--- src/rtl/imem_loader_if.sv ---
// Byte-stream valid/ready channel feeding the instruction-memory loader.
// master drives s_data/s_valid; slave (the loader) returns s_ready.
interface imem_loader_if;
    logic [7:0] s_data;
    logic       s_valid;
    logic       s_ready;

    modport master (
        output s_data,
        output s_valid,
        input  s_ready
    );

    modport slave (
        input  s_data,
        input  s_valid,
        output s_ready
    );
endinterface

--- src/rtl/imem_loader.sv ---
// imem_loader: fills instruction memory from a byte stream. Four bytes
// are packed little-endian into one word and written at base, base+4, ...
// Ports: clk, rst_n (sync, active-low), start, base_addr, num_words,
//   s (stream slave: s_data, s_valid, s_ready), mem_we, mem_addr,
//   mem_wdata, busy, done, checksum (only with IMEM_LOADER_CHECKSUM_EN).
// All outputs are registered from the next state.
module imem_loader #(
    parameter int CNT_W = 16
) (
    input  logic             clk,
    input  logic             rst_n,
    input  logic             start,
    input  logic [31:0]      base_addr,
    input  logic [CNT_W-1:0] num_words,
    imem_loader_if.slave     s,
    output logic             mem_we,
    output logic [31:0]      mem_addr,
    output logic [31:0]      mem_wdata,
    output logic             busy,
`ifdef IMEM_LOADER_CHECKSUM_EN
    output logic             done,
    output logic [31:0]      checksum
`else
    output logic             done
`endif
);

    typedef enum logic [1:0] {
        IDLE, COLLECT, WRITE, DONE
    } state_e;

    state_e           state_q, state_d;
    logic [31:0]      addr_q;
    logic [CNT_W-1:0] cnt_q;
    logic [1:0]       idx_q;
    logic [23:0]      word_q;
    logic [31:0]      mem_addr_q, mem_wdata_q;
    logic             s_ready_q, s_ready_d;
    logic             mem_we_q, mem_we_d;
    logic             busy_q, busy_d;
    logic             done_q, done_d;
    logic             accept, last_byte;

    assign accept    = (state_q == COLLECT) && s.s_valid;
    assign last_byte = accept && (idx_q == 2'd3);

    // State and output registers
    always_ff @(posedge clk) begin
        if (!rst_n) begin
            state_q   <= IDLE;
            s_ready_q <= 1'b0;
            mem_we_q  <= 1'b0;
            busy_q    <= 1'b0;
            done_q    <= 1'b0;
        end else begin
            state_q   <= state_d;
            s_ready_q <= s_ready_d;
            mem_we_q  <= mem_we_d;
            busy_q    <= busy_d;
            done_q    <= done_d;
        end
    end

    // Next-state logic
    always_comb begin
        state_d = state_q;
        unique case (state_q)
            IDLE: begin
                if (start) begin
                    state_d = (num_words == '0) ? DONE : COLLECT;
                end
            end
            COLLECT: begin
                if (last_byte) begin
                    state_d = WRITE;
                end
            end
            WRITE: begin
                // cnt_q still counts the word being written
                state_d = (cnt_q == CNT_W'(1)) ? DONE : COLLECT;
            end
            DONE: begin
                state_d = IDLE;
            end
            default: state_d = IDLE;
        endcase
    end

    // Outputs decoded from the next state so they register in step
    always_comb begin
        s_ready_d = (state_d == COLLECT);
        mem_we_d  = (state_d == WRITE);
        busy_d    = (state_d != IDLE);
        done_d    = (state_d == DONE);
    end

`ifdef IMEM_LOADER_CHECKSUM_EN
    logic [31:0] sum_q;
    assign checksum = sum_q;
`endif

    // Datapath
    always_ff @(posedge clk) begin
        if (!rst_n) begin
            addr_q      <= '0;
            cnt_q       <= '0;
            idx_q       <= '0;
            word_q      <= '0;
            mem_addr_q  <= '0;
            mem_wdata_q <= '0;
`ifdef IMEM_LOADER_CHECKSUM_EN
            sum_q       <= '0;
`endif
        end else begin
            if (state_q == IDLE && start) begin
                addr_q <= base_addr & ~32'd3;
                cnt_q  <= num_words;
                idx_q  <= '0;
`ifdef IMEM_LOADER_CHECKSUM_EN
                sum_q  <= '0;
`endif
            end
            if (accept) begin
                idx_q <= idx_q + 2'd1;
                unique case (idx_q)
                    2'd0:    word_q[7:0]   <= s.s_data;
                    2'd1:    word_q[15:8]  <= s.s_data;
                    2'd2:    word_q[23:16] <= s.s_data;
                    default: ;
                endcase
            end
            // 4th byte goes straight into the write register
            if (last_byte) begin
                mem_addr_q  <= addr_q;
                mem_wdata_q <= {s.s_data, word_q};
            end
            if (state_q == WRITE) begin
                addr_q <= addr_q + 32'd4;
                cnt_q  <= cnt_q - CNT_W'(1);
                idx_q  <= '0;
`ifdef IMEM_LOADER_CHECKSUM_EN
                sum_q  <= sum_q + mem_wdata_q;
`endif
            end
        end
    end

    assign s.s_ready = s_ready_q;
    assign mem_we    = mem_we_q;
    assign mem_addr  = mem_addr_q;
    assign mem_wdata = mem_wdata_q;
    assign busy      = busy_q;
    assign done      = done_q;

endmodule

--- src/flat_wrapper.sv ---
// flat-port wrapper written by rule: the top's interface ports become plain ports
module imem_loader_flat 
#(
    parameter int CNT_W = 16
)
  (clk, rst_n, start, base_addr, num_words, mem_we, mem_addr, mem_wdata, busy, done, s_s_data, s_s_valid, s_s_ready);
  imem_loader_if s_i ();
  input  logic clk;
  input  logic rst_n;
  input  logic start;
  input  logic [31:0] base_addr;
  input  logic [CNT_W-1:0] num_words;
  output logic mem_we;
  output logic [31:0] mem_addr;
  output logic [31:0] mem_wdata;
  output logic busy;
  output logic done;
  input wire logic [$bits(s_i.s_data)-1:0] s_s_data;
  input wire logic [$bits(s_i.s_valid)-1:0] s_s_valid;
  output wire logic [$bits(s_i.s_ready)-1:0] s_s_ready;
  assign s_i.s_data = s_s_data;
  assign s_i.s_valid = s_s_valid;
  assign s_s_ready = s_i.s_ready;
  imem_loader #(.CNT_W(CNT_W)) u_core (.clk(clk), .rst_n(rst_n), .start(start), .base_addr(base_addr), .num_words(num_words), .s(s_i), .mem_we(mem_we), .mem_addr(mem_addr), .mem_wdata(mem_wdata), .busy(busy), .done(done));
endmodule
--- config.mk ---
export PLATFORM = sky130hd
export DESIGN_NAME = imem_loader_flat
export DESIGN_NICKNAME = d
export VERILOG_FILES = /design/src/rtl/imem_loader_if.sv /design/src/rtl/imem_loader.sv /design/src/flat_wrapper.sv
export SDC_FILE = /design/constraint.sdc
export NUM_CORES = 1
export LEC_CHECK = 0
export CAP_MARGIN = 20
export CORE_AREA = 2 2 112 114
export CTS_BUF_LIST = sky130_fd_sc_hd__clkbuf_8 sky130_fd_sc_hd__clkbuf_16
export DETAILED_ROUTE_END_ITERATION = 10
export DIE_AREA = 0 0 114 116
export PLACE_DENSITY = 0.78
export SLEW_MARGIN = 0
export SYNTH_ARGS = -nofsm -noshare
export SYNTH_HDL_FRONTEND = slang
export SYNTH_SLANG_ARGS = --single-unit
export TNS_END_PERCENT = 50
--- constraint.sdc ---
create_clock -name clk -period 2.3 [get_ports clk]
set_input_delay 0.345 -clock clk [delete_from_list [all_inputs] [get_ports clk]]
set_output_delay 0.345 -clock clk [all_outputs]
set_load 0.005 [all_outputs]
==> impl_metrics.ini <==
[sta]
max_slew_margin_pct = 57.2
setup_viol = 0
period_share_pct = 91.8
fin_crit_ps = 2110
final-hold-violation-count = 0
clock.fmax_mhz = 474
postLayoutSetupSlackWorst_ps = 189
clock_skew_ps = 11.1
maxSlewViolCount = 0
rsz0062_at_grt = no
worstMarginPinSlew_ps = 636
tns_ps = 0

[route]
drtIter0Drc = 561
vias = 5995
drc = 0
wl_mm = 16.6
firstDrtPassIters = 5
viasPerCell = 5.80
ant_nets = 0
wl_per_cell_um = 16.1

[layout]
antenna_cells = 0
final_core_util_pct = 66.5
drive_above_1_share_pct = 7.44
finalNetCount = 943
stdcell_count = 1034
area_growth_pct = 33.0

[clock_tree]
clock_path_buffers = 2
cts-hold-fix-buffers = 0
post-cts-setup-buffers = 0
htree_levels = 4
cts_root_buffer = clkbuf_16
cts.clk_slew.worst_paths_ps = 60
cts_tree = built
clk-insertion-delay-late_ps = 420
ctsResizeCount = 0
cts_sinks = 140
numCtsBuffers = 17

[pwr]
p_per_area_nw_per_um2 = 712
cellLeakagePower_nw = 2.71
vdd_drop_max_v = 0.000318
finalPower_mw = 5.64

[place]
io_buffers = 123
place_hpwl_mm = 11.5
gp_congestion = 0.867
dp.cells = 1004
pre_cts_ws_ps = 101

[yosys]
synth_area_leaders = dfxtp_1 (47%), nand2_1 (13%), a21oi_1 (10%)
synth_edf_count = 0
yosys.cell_count.top_type = nand2_1
ys.flop_type = dfxtp_1
synth_common_cells = nand2_1 (208), dfxtp_1 (140), a21oi_1 (121), nor2_1 (37), clkbuf_1 (36)
synthCells = 760
avgSynthCellArea_um2 = 7.83
synth_area_um2 = 5950
yosys_warnings = 0
ys_types = 53
synth-seq-area-share_pct = 47.1
async_flop_share_pct = 0
synth.ff_latch_count = 140
synth_largest_area_cell = dfxtp_1
synth_top_area_share_pct = 47.1

[global_route]
grt_pass1_vias = 5626
antenna_found_initial = 0
grt_pass1_wl_mm = 26.8
grt_overflow = 0
grt.total_usage_pct = 25.5
grt_max_degree = 68

[critical_path]
cp.arrival_ps = 2410
timing.rr.start = u_core.addr_q[6]
crit_path_start_kind = flip-flop
crit_path_max_incr_delay_ps = 680
crit_buf_inv = 0
cp_max_fo = 8
startpoint = u_core.addr_q[6]
path_cells = nand3_2 > or4_1 > o311a_2 > a21oi_1 > a31oi_1
crit_family = simple AND/OR/NAND/NOR gates
worstSetupPathType = reg2reg
worst_setup_path_end_kind = flip-flop
cp_slowest_cell = or4_1
cp.required_ps = 2600

[floorplanning]
die_area_um2 = 13200
rows = 40
core_area_um2 = 11900
start_util_pct = 50.0
die_w_um = 114
ios = 128
die_h_um = 116

[hold_path]
hp-start = u_core.mem_wdata[24]
hp-class = reg2reg

[outcome]
status = finished, final reports clean

[flow_run]
cap_violations = 0
## flip-flops by register name (all words and copies together) (netlist names)
register          flops
u_core.addr_q        30
u_core.busy           1
u_core.cnt_q         16
u_core.done           1
u_core.idx_q          2
u_core.mem_addr      30
u_core.mem_wdata     32
u_core.mem_we         1
u_core.s.s_ready      1
u_core.state_q        2
u_core.word_q        24
## worst register-to-register path, cell delays in order (launching register included)
cell and delay [ps]:
dfxtp_1 440, nand3_2 170, or4_1 690, o311a_2 450, a21oi_1 150, a31oi_1 100
## worst paths after layout
path                               end  slack (ps)  cells after the start
setup / recovery     u_core.addr_q[24]         190                      5
hold / removal    u_core.mem_wdata[24]         450                      2
setup reg to reg     u_core.addr_q[24]         190                      5
hold reg to reg   u_core.mem_wdata[24]         450                      2
## power breakdown
| part | total [mW] | internal (mW) | leakage (nW) | switching [mW] |
|---|---|---|---|---|
| clock | 2.63 | 1.65 | 0.287 | 0.979 |
| combinational | 0.436 | 0.211 | 1.29 | 0.225 |
| sequential | 2.58 | 2.49 | 1.14 | 0.0824 |
## kinds of logic (layout without fill, tap and decap cells)
| logic type | after synthesis | in the layout | synth area share, % |
|---|---|---|---|
| AOI/OAI and AO/OA | 194 | 194 | 19.0 |
| xor gates and xnor gates | 1 | 1 | 0.147 |
| adders and majority gates | 7 | 7 | 1.47 |
| buffers and inverters | 60 | 186 | 4.77 |
| DFF | 140 | 140 | 47.1 |
| muxes | 4 | 4 | 0.715 |
| other | 1 | 2 | 0.0630 |
| and+or+nand+nor | 353 | 353 | 26.7 |
## layer usage
layer | vias to the layer above | global-route usage (%) | wire [µm]
li1 | 2886 | - | -
met1 | 2824 | 31.1 | 6800
met2 | 256 | 43.0 | 8370
met3 | 29 | 6.59 | 1110
met4 | 0 | 10.6 | 313
met5 | - | 0 | 0
## cell usage in the layout, fill, tap and decap left out, types with 8 or more instances in the layout
cell	synthesis	routed
nand2_1	208	208
and3_1	9	8
a31oi_1	9	9
a21oi_1	121	121
nand3_1	26	25
o21ai_0	18	18
clkdlybuf4s50_1	0	123
dfxtp_1	140	140
inv_1	8	11
nor4_1	12	12
buf_4	2	21
a211oi_1	9	9
nand4_1	9	9
nor3_1	20	20
clkbuf_16	0	17
nor2_1	37	36
## per-stage QoR
stage	cell area, µm²	hold slack (ps)
3_5_place_dp	7350	445
6_report	7920	451
5_1_grt	7920	460
3_3_place_gp	7350	436
4_1_cts	7920	453
2_1_floorplan	5960	432
## area by class of cell
type / instances / area, µm²
clock inverters: 10 / 101
clock buffers: 20 / 467
fillers: 1028 / 4000
multi-input cells: 561 / 2880
inverters: 9 / 35.0
well taps: 147 / 184
flip-flops and latches: 140 / 2800
repair buffers: 147 / 1450
Power figures use the tool's default switching activity.
